`src/rtl/serial_add_pkg.sv`:
```
// Shared constants and state type for the bit-serial adder controller.
package serial_add_pkg;

  localparam int unsigned DEFAULT_WIDTH = 8;

  localparam logic [1:0] ST_IDLE = 2'd0;
  localparam logic [1:0] ST_ADD  = 2'd1;
  localparam logic [1:0] ST_DONE = 2'd2;

  typedef enum logic [1:0] {
    StIdle = ST_IDLE,
    StAdd  = ST_ADD,
    StDone = ST_DONE
  } state_e;

endpackage

```
`src/rtl/serial_adder_ctrl_full_adder.sv`:
```
// One-bit full adder cell shared by the serial controller; purely combinational.
module serial_adder_ctrl_full_adder (
  input  logic a,
  input  logic b,
  input  logic cin,
  output logic sum,
  output logic carry
);

  assign sum   = a ^ b ^ cin;
  assign carry = (a & b) | (cin & (a ^ b));

endmodule

```
`src/rtl/serial_adder_ctrl.sv`:
```
// Bit-serial adder controller: adds two WIDTH-bit operands one bit per clock, LSB first,
// through a single shared full adder cell, with a one-cycle done pulse on completion.
module serial_adder_ctrl
  import serial_add_pkg::*;
#(
  parameter int unsigned WIDTH = DEFAULT_WIDTH
) (
  input  logic             clk,
  input  logic             rst,
  input  logic             start,
  input  logic [WIDTH-1:0] a,
  input  logic [WIDTH-1:0] b,
  input  logic             cin,
  output logic             busy,
  output logic             done,
  output logic [WIDTH-1:0] sum,
  output logic             cout
);

  localparam int unsigned CntW = $clog2(WIDTH);
  localparam logic [CntW-1:0] CntLast = CntW'(WIDTH - 1);

  state_e           state_q, state_d;
  logic [CntW-1:0]  cnt_q, cnt_d;
  logic [WIDTH-1:0] a_sh_q, a_sh_d;
  logic [WIDTH-1:0] b_sh_q, b_sh_d;
  logic [WIDTH-1:0] res_sh_q, res_sh_d;
  logic [WIDTH-1:0] sum_q, sum_d;
  logic             carry_q, carry_d;
  logic             cout_q, cout_d;
  logic             cell_sum, cell_carry;

  serial_adder_ctrl_full_adder u_cell (
    .a     (a_sh_q[0]),
    .b     (b_sh_q[0]),
    .cin   (carry_q),
    .sum   (cell_sum),
    .carry (cell_carry)
  );

  always_comb begin
    state_d  = state_q;
    cnt_d    = cnt_q;
    a_sh_d   = a_sh_q;
    b_sh_d   = b_sh_q;
    res_sh_d = res_sh_q;
    carry_d  = carry_q;
    sum_d    = sum_q;
    cout_d   = cout_q;
    unique case (state_q)
      StIdle: begin
        if (start) begin
          a_sh_d  = a;
          b_sh_d  = b;
          carry_d = cin;
          cnt_d   = '0;
          state_d = StAdd;
        end
      end
      StAdd: begin
        res_sh_d = {cell_sum, res_sh_q[WIDTH-1:1]};
        a_sh_d   = a_sh_q >> 1;
        b_sh_d   = b_sh_q >> 1;
        carry_d  = cell_carry;
        cnt_d    = cnt_q + 1'b1;
        // Last slice: publish the fully assembled word on the same edge.
        if (cnt_q == CntLast) begin
          state_d = StDone;
          sum_d   = {cell_sum, res_sh_q[WIDTH-1:1]};
          cout_d  = cell_carry;
        end
      end
      StDone: state_d = StIdle;
      default: state_d = StIdle;
    endcase
  end

  always_ff @(posedge clk) begin
    if (rst) begin
      state_q  <= StIdle;
      cnt_q    <= '0;
      a_sh_q   <= '0;
      b_sh_q   <= '0;
      res_sh_q <= '0;
      carry_q  <= 1'b0;
      sum_q    <= '0;
      cout_q   <= 1'b0;
    end else begin
      state_q  <= state_d;
      cnt_q    <= cnt_d;
      a_sh_q   <= a_sh_d;
      b_sh_q   <= b_sh_d;
      res_sh_q <= res_sh_d;
      carry_q  <= carry_d;
      sum_q    <= sum_d;
      cout_q   <= cout_d;
    end
  end

  assign busy = (state_q != StIdle);
  assign done = (state_q == StDone);
  assign sum  = sum_q;
  assign cout = cout_q;

endmodule

```
`config.mk`:
```
export PLATFORM = sky130hd
export DESIGN_NAME = serial_adder_ctrl
export DESIGN_NICKNAME = d
export VERILOG_FILES = /design/src/rtl/serial_add_pkg.sv /design/src/rtl/serial_adder_ctrl_full_adder.sv /design/src/rtl/serial_adder_ctrl.sv
export SDC_FILE = /design/constraint.sdc
export NUM_CORES = 1
export LEC_CHECK = 0
export ABC_AREA = 0
export CORE_MARGIN = 4
export CORE_UTILIZATION = 51
export CTS_CLUSTER_DIAMETER = 50
export DETAILED_ROUTE_END_ITERATION = 8
export PLACE_DENSITY = 0.81
export SETUP_SLACK_MARGIN = 0.5
export SLEW_MARGIN = 20
export SYNTH_ARGS = -nofsm -noshare
export SYNTH_HDL_FRONTEND = slang
export SYNTH_SLANG_ARGS = --single-unit
```
`constraint.sdc`:
```
create_clock -name clk -period 1.54 [get_ports clk]
set_input_delay 0.231 -clock clk [delete_from_list [all_inputs] [get_ports clk]]
set_output_delay 0.231 -clock clk [all_outputs]
set_load 0.1 [all_outputs]
```
==> flow_summary.json, run 1 <==
{
  "synth_fp_nets": 193,
  "async_flop_share_pct": 0,
  "netSwitchingFraction_pct": 28.9,
  "cpMostUsedCell": "buf_6",
  "synth_warnings": 0,
  "fin_crit_ns": 1.39,
  "internal-power_mw": 1.51,
  "hold_violations": 0,
  "yosysSeqAreaShare_pct": 45.2,
  "min_path_type": "reg -> reg",
  "status": "finished, final reports clean",
  "clkPwrFrac_pct": 26.4,
  "hpwl_um": 2390,
  "cts_buffer_depth": 2,
  "clock-root-buffer": "clkbuf_4",
  "cts_sinks": 38,
  "rows": 20,
  "place_ws_ns": 0.0375,
  "routedWlPerCell_um": 19.4,
  "start_util_pct": 54.3,
  "synth_seq_cells": 38,
  "fillers": 115,
  "crit_path_top_delay_cell": "dfxtp_4",
  "slew_headroom_pct": 77.6,
  "wl_um": 5290,
  "finalWorstSetupSlack_ns": 0.149,
  "portBuffers": 30,
  "core_area_um2": 3100,
  "tightestPinTransition_ns": 0.335,
  "synth.most_common_cell": "dfxtp_1",
  "peakVddDrop_v": 0.000709,
  "p_leak_nw": 1.10,
  "cp.required_ns": 1.83,
  "clk_pin_slew_ns": 0.12,
  "antenna_cells": 0,
  "fin_nets": 250,
  "drive_gt1_share_pct": 61.4,
  "powerDensity_nw_per_um2": 745,
  "p_sw_mw": 0.612,
  "grt_pass1_vias": 1612,
  "holdBufCountCts": 0,
  "grt_start_max_net_pins": 39,
  "synth_common_cells": "dfxtp_1, nand2_1, a21oi_1, mux2i_1, a211oi_2",
  "die_h_um": 65.5,
  "end_kind": "flip-flop",
  "slowest_delay_ns": 0.37,
  "fin_crit_sh_pct": 90.3,
  "synth_area_leader_cell": "dfxtp_1",
  "syn_inst": 170,
  "netlist.area_leader.share_pct": 45.2,
  "worstSetupStartpointType": "flip-flop",
  "crit_chain": "buf_4, buf_6, buf_6, and3b_2, nand2_2, a21oi_2",
  "drv_slew": 0,
  "tritoncts": "built",
  "seqPwrFrac_pct": 51.0,
  "antenna_found_initial": 0,
  "fmax_mhz": 719,
  "cap_viol_max_count": 0,
  "clock_latency_ns": 0.36,
  "die_x_um": 65.5,
  "drc_errors": 0,
  "critPathMaxFanout": 6,
  "skew_ns": 0.00951,
  "finalSetupViolCount": 0,
  "worstSetupPathType": "reg -> reg",
  "worstPathArrival_ns": 1.68,
  "gp_congestion": 0.771,
  "die_area_um2": 4290,
  "drt-pass1-iter-count": 4,
  "grt.total_usage_pct": 24.2,
  "pin_count": 31,
  "ys_top_cells_by_area": "dfxtp_1, a211oi_2, mux2i_1, nand2_1, nor2_2",
  "syn_avg_cell_area_um2": 9.91,
  "numCtsBuffers": 5,
  "viasPerCell": 5.53,
  "setup_tns_ns": 0,
  "rsz0062_at_grt": "yes",
  "h-tree-depth": 2,
  "drt-initial-drc-count": 98,
  "area_growth_syn_to_layout_pct": 68.8,
  "yosysUniqueCellTypes": 26,
  "grt_pass1_wl_um": 7830,
  "num_vias": 1505,
  "ant_nets": 0,
  "syn-cell-area_um2": 1680,
  "synth_top_flop_cell": "dfxtp_1",
  "power_frac_comb_pct": 22.5,
  "synth-edff-count": 0,
  "grt.overflow.total": 0
}
==> worst max-delay path, delay by kind of cell, from the launching register on <==
family,cells,cell delay [ns]
buf+inv,3,0.39
flops,1,0.37
compound gates,1,0.15
simple gates,2,0.41
==> layer usage <==
metal  track usage (%)  wire [um]  up-vias
met4              13.0        125        0
li1                  -          -      708
met3              6.50        256       12
met2              41.1       2700       55
met5                 0          0        -
met1              27.4       2210      730
==> through the flow <==
| stage | util [%] | cells | total power, mW | hold WS [ns] | cell area (um2) |
|---|---|---|---|---|---|
| after floorplan | - | 170 | 1.34 | 0.379 | 1840 |
| after global placement | 73.5 | 238 | 1.43 | 0.442 | 2280 |
| after detailed placement | 73.5 | 238 | 1.44 | 0.455 | 2280 |
| after CTS | 86.1 | 267 | 2.07 | 0.470 | 2670 |
| after global routing | 91.6 | 272 | 2.19 | 0.518 | 2840 |
| final | 91.6 | 272 | 2.12 | 0.502 | 2840 |
==> power groups by stage <==
stage	registers (mW)	logic, mW	clock network [mW]
floorplan	1.09	0.249	0
global placement	1.10	0.325	0
detailed placement	1.11	0.338	0
CTS	1.07	0.426	0.571
global route	1.09	0.505	0.600
finish	1.08	0.477	0.560
==> worst paths after layout <==
path                                  from             endpoint  slack [ns]  cells past startpoint
hold reg to reg   res_sh_q[5]$_SDFFE_PP0P_  sum[4]$_SDFFE_PP0P_        0.50                      2
setup reg to reg   state_q[1]$_SDFFE_PP0P_  sum[0]$_SDFFE_PP0P_        0.15                      6
setup / recovery   state_q[1]$_SDFFE_PP0P_  sum[0]$_SDFFE_PP0P_        0.15                      6
hold / removal    res_sh_q[5]$_SDFFE_PP0P_  sum[4]$_SDFFE_PP0P_        0.50                      2
==> state kept, by name (all words and copies together), names as in the netlist <==
| signal | flops |
|---|---|
| a_sh_q | 8 |
| b_sh_q | 8 |
| sum | 8 |
| res_sh_q | 7 |
| cnt_q | 3 |
| state_q | 2 |
| carry_q | 1 |
| cout | 1 |
==> logic make-up after synthesis <==
group | after synthesis | share of synthesized area, %
buffers and inverters | 14 | 5.79
AO/OA/AOI/OAI | 38 | 19.5
AND/OR/NAND/NOR | 61 | 17.3
flip-flops | 38 | 45.2
multiplexers | 16 | 9.51
adder cells (fa/ha/maj) | 3 | 2.67
==> final cells by class <==
cell class	instances	area (um2)	share of cell area (%)
flip-flops and latches	38	788	27.7
repair buffers	60	783	27.6
inverters	1	3.75	0.132
clock inverters	1	5.00	0.176
well taps	44	55.1	1.94
clock buffers	7	55.1	1.94
multi-input cells	121	1150	40.5
==> what timing repair did <==
item	in CTS	in global routing
setup buffers	15	5
pin swaps	9	10
gates resized for setup	38	35
endpoints found under the setup margin	49	49
cloned	6	0
==> cells in the final DEF (no fill, tap or decap), drive strengths merged <==
master and count:
a211oi 16, a21oi 16, a22oi 4, and3b 2, buf 41, clkbuf 7
clkdlybuf4s50 19, clkinv 1, dfxtp 38, fa 1, ha 2, inv 1
mux2i 16, nand2 32, nand2b 1, nand3b 2, nor2 21, nor2b 2
nor3 1, nor3b 1, o21ba 2, o21bai 1, or2 1
Note: power is estimated with default switching activity, not from simulation.
==> run 2: changes to the inputs <==
--- a/config.mk
+++ b/config.mk
@@ -6,11 +6,11 @@
 export NUM_CORES = 1
 export LEC_CHECK = 0
 export ABC_AREA = 0
-export CORE_MARGIN = 4
-export CORE_UTILIZATION = 51
+export CORE_MARGIN = 10
+export CORE_UTILIZATION = 30
 export CTS_CLUSTER_DIAMETER = 50
 export DETAILED_ROUTE_END_ITERATION = 8
-export PLACE_DENSITY = 0.81
+export PLACE_DENSITY = 0.54
 export SETUP_SLACK_MARGIN = 0.5
 export SLEW_MARGIN = 20
 export SYNTH_ARGS = -nofsm -noshare
==> flow_summary.json, run 2 (synthesis results as in run 1) <==
{
  "rows": 27,
  "clk_pin_slew_ns": 0.08,
  "num_vias": 1388,
  "total_power_mw": 2.22,
  "drv_slew": 0,
  "tritoncts": "built",
  "area_growth_syn_to_layout_pct": 69.5,
  "grt_pass1_vias": 1469,
  "r2r-start": "state_q[0]$_SDFFE_PP0P_",
  "pin_count": 31,
  "crit_start": "state_q[0]$_SDFFE_PP0P_",
  "grt.total_usage_pct": 9.61,
  "worstSetupPathType": "reg -> out",
  "fmax_mhz": 722,
  "min_path_type": "reg -> reg",
  "rsz0062_at_grt": "yes",
  "setup_tns_ns": 0,
  "die_h_um": 94.9,
  "antenna_found_initial": 0,
  "stdcell_count": 300,
  "clock_latency_ns": 0.29,
  "peakVddDrop_v": 0.000477,
  "grt_pass1_wl_um": 6990,
  "netSwitchingFraction_pct": 26.5,
  "cap_viol_max_count": 0,
  "r2r_slack_ns": 0.16,
  "ant_nets": 0,
  "grt_start_max_net_pins": 39,
  "routedWlPerCell_um": 13.4,
  "fin_nets": 250,
  "cts_buffer_depth": 2,
  "cp.required_ns": 1.31,
  "drt-pass1-iter-count": 4,
  "status": "finished, final reports clean",
  "critPathMaxFanout": 3,
  "crit_chain": "buf_6, or2_4, buf_12",
  "drt-initial-drc-count": 18,
  "numCtsBuffers": 5,
  "holdBufCountCts": 0,
  "crit_path_top_delay_cell": "dfxtp_4",
  "portBuffers": 30,
  "worst-path-stages": 3,
  "worstPathArrival_ns": 1.15,
  "placed_area_um2": 2330,
  "end_kind": "primary output",
  "die_x_um": 94.9,
  "regArea_um2": 792,
  "grt.overflow.total": 0,
  "tightestPinTransition_ns": 0.243,
  "seqPwrFrac_pct": 48.2,
  "die_area_um2": 9010,
  "antenna_cells": 0,
  "fin_area_um2": 2860,
  "multiInputGateArea_um2": 1090,
  "final_cell_mix": "dfxtp_1, nand2_1, clkdlybuf4s50_1",
  "h-tree-depth": 2,
  "powerDensity_nw_per_um2": 779,
  "viasPerCell": 4.63,
  "hold_violations": 0,
  "finalSetupViolCount": 0,
  "skew_ns": 0.0112,
  "worstSetupStartpointType": "flip-flop",
  "gp_congestion": 0.668,
  "fillers": 492,
  "start_util_pct": 30.8,
  "reg2reg_depth": 7,
  "slew_headroom_pct": 83.8,
  "path_buf_inv": 2,
  "clock-root-buffer": "clkbuf_8",
  "fin_crit_ns": 1.39,
  "layout_commonest_cell": "dfxtp_1",
  "post-place-cells": 268,
  "p_leak_nw": 1.08,
  "clkPwrFrac_pct": 31.8,
  "slowest_delay_ns": 0.35,
  "core_area_um2": 5470,
  "drc_errors": 0,
  "p_sw_mw": 0.589,
  "fin_crit_sh_pct": 90.0,
  "reg2reg_to": "sum[1]$_SDFFE_PP0P_",
  "internal-power_mw": 1.64,
  "critPathTopFamily": "flip-flops",
  "drive_gt1_share_pct": 58.3,
  "power_frac_comb_pct": 20.0,
  "hpwl_um": 2430,
  "critPathCapture": "busy",
  "cts_sinks": 38,
  "wl_um": 4020
}
[run 2: changes by cell type in the layout (fill, tap and decap cells not counted), moves of 3 or more]
cell      delta
buf_6        -7
buf_4        +5
clkbuf_4     -5
clkbuf_8     +5
nand2_4      -3
[run 2: how the worst min path moves through the flow]
| stage | startpoint | end | slack, ns | depth (start not counted) |
|---|---|---|---|---|
| floorplan | a[7] | a_sh_q[7]$_SDFFE_PP0P_ | 0.38 | 2 |
| global placement | res_sh_q[1]$_SDFFE_PP0P_ | res_sh_q[1]$_SDFFE_PP0P_ | 0.44 | 2 |
| detailed placement | res_sh_q[1]$_SDFFE_PP0P_ | res_sh_q[1]$_SDFFE_PP0P_ | 0.45 | 2 |
| CTS | res_sh_q[1]$_SDFFE_PP0P_ | sum[0]$_SDFFE_PP0P_ | 0.46 | 2 |
| global route | res_sh_q[1]$_SDFFE_PP0P_ | sum[0]$_SDFFE_PP0P_ | 0.49 | 2 |
| finish | res_sh_q[6]$_SDFFE_PP0P_ | sum[5]$_SDFFE_PP0P_ | 0.46 | 2 |
[run 2: per-layer routing]
metal / track usage, % / share of wire (%) / vias to the layer above
met2: 15.2 / 48 / 27
met1: 12.0 / 45 / 653
met4: 2.99 / 1.3 / 0
met3: 3.41 / 5.9 / 7
met5: 0 / 0 / -
li1: - / - / 701
[run 2: tightest hold or removal path, stage by stage, from the launching register on]
cell     delay (ns)
dfxtp_1        0.33
nand2_2        0.06
a21oi_2        0.04
[run 2: per-stage QoR]
step           utilization, %  setup WS (ns)  hold WS (ns)
2_1_floorplan               -          0.270         0.379
3_3_place_gp             42.6          0.113         0.445
3_5_place_dp             42.6         0.0934         0.448
4_1_cts                  48.9          0.144         0.459
5_1_grt                  52.2          0.119         0.489
6_report                 52.2          0.155         0.464
[run 2: repair_timing]
item | CTS | global route
buffers inserted | 9 | 11
gates cloned | 4 | 0
pin swaps | 3 | 12
gates resized for setup | 31 | 28
setup endpoints to repair | 48 | 49
[run 2: final cells by class]
cell class                      count  area share [%]
Clock buffer                        6            2.89
Clock inverter                      2           0.438
Inverter                            1           0.131
Multi-Input combinational cell    120            38.2
Sequential cell                    38            27.7
Tap cell                           72            3.16
Timing Repair Buffer               61            27.5
[run 2: power groups by stage]
stage	clock network [mW]	registers, mW	logic (mW)
finish	0.707	1.07	0.444
global route	0.783	1.08	0.479
CTS	0.732	1.07	0.425
detailed placement	0	1.10	0.347
global placement	0	1.10	0.345
floorplan	0	1.09	0.249
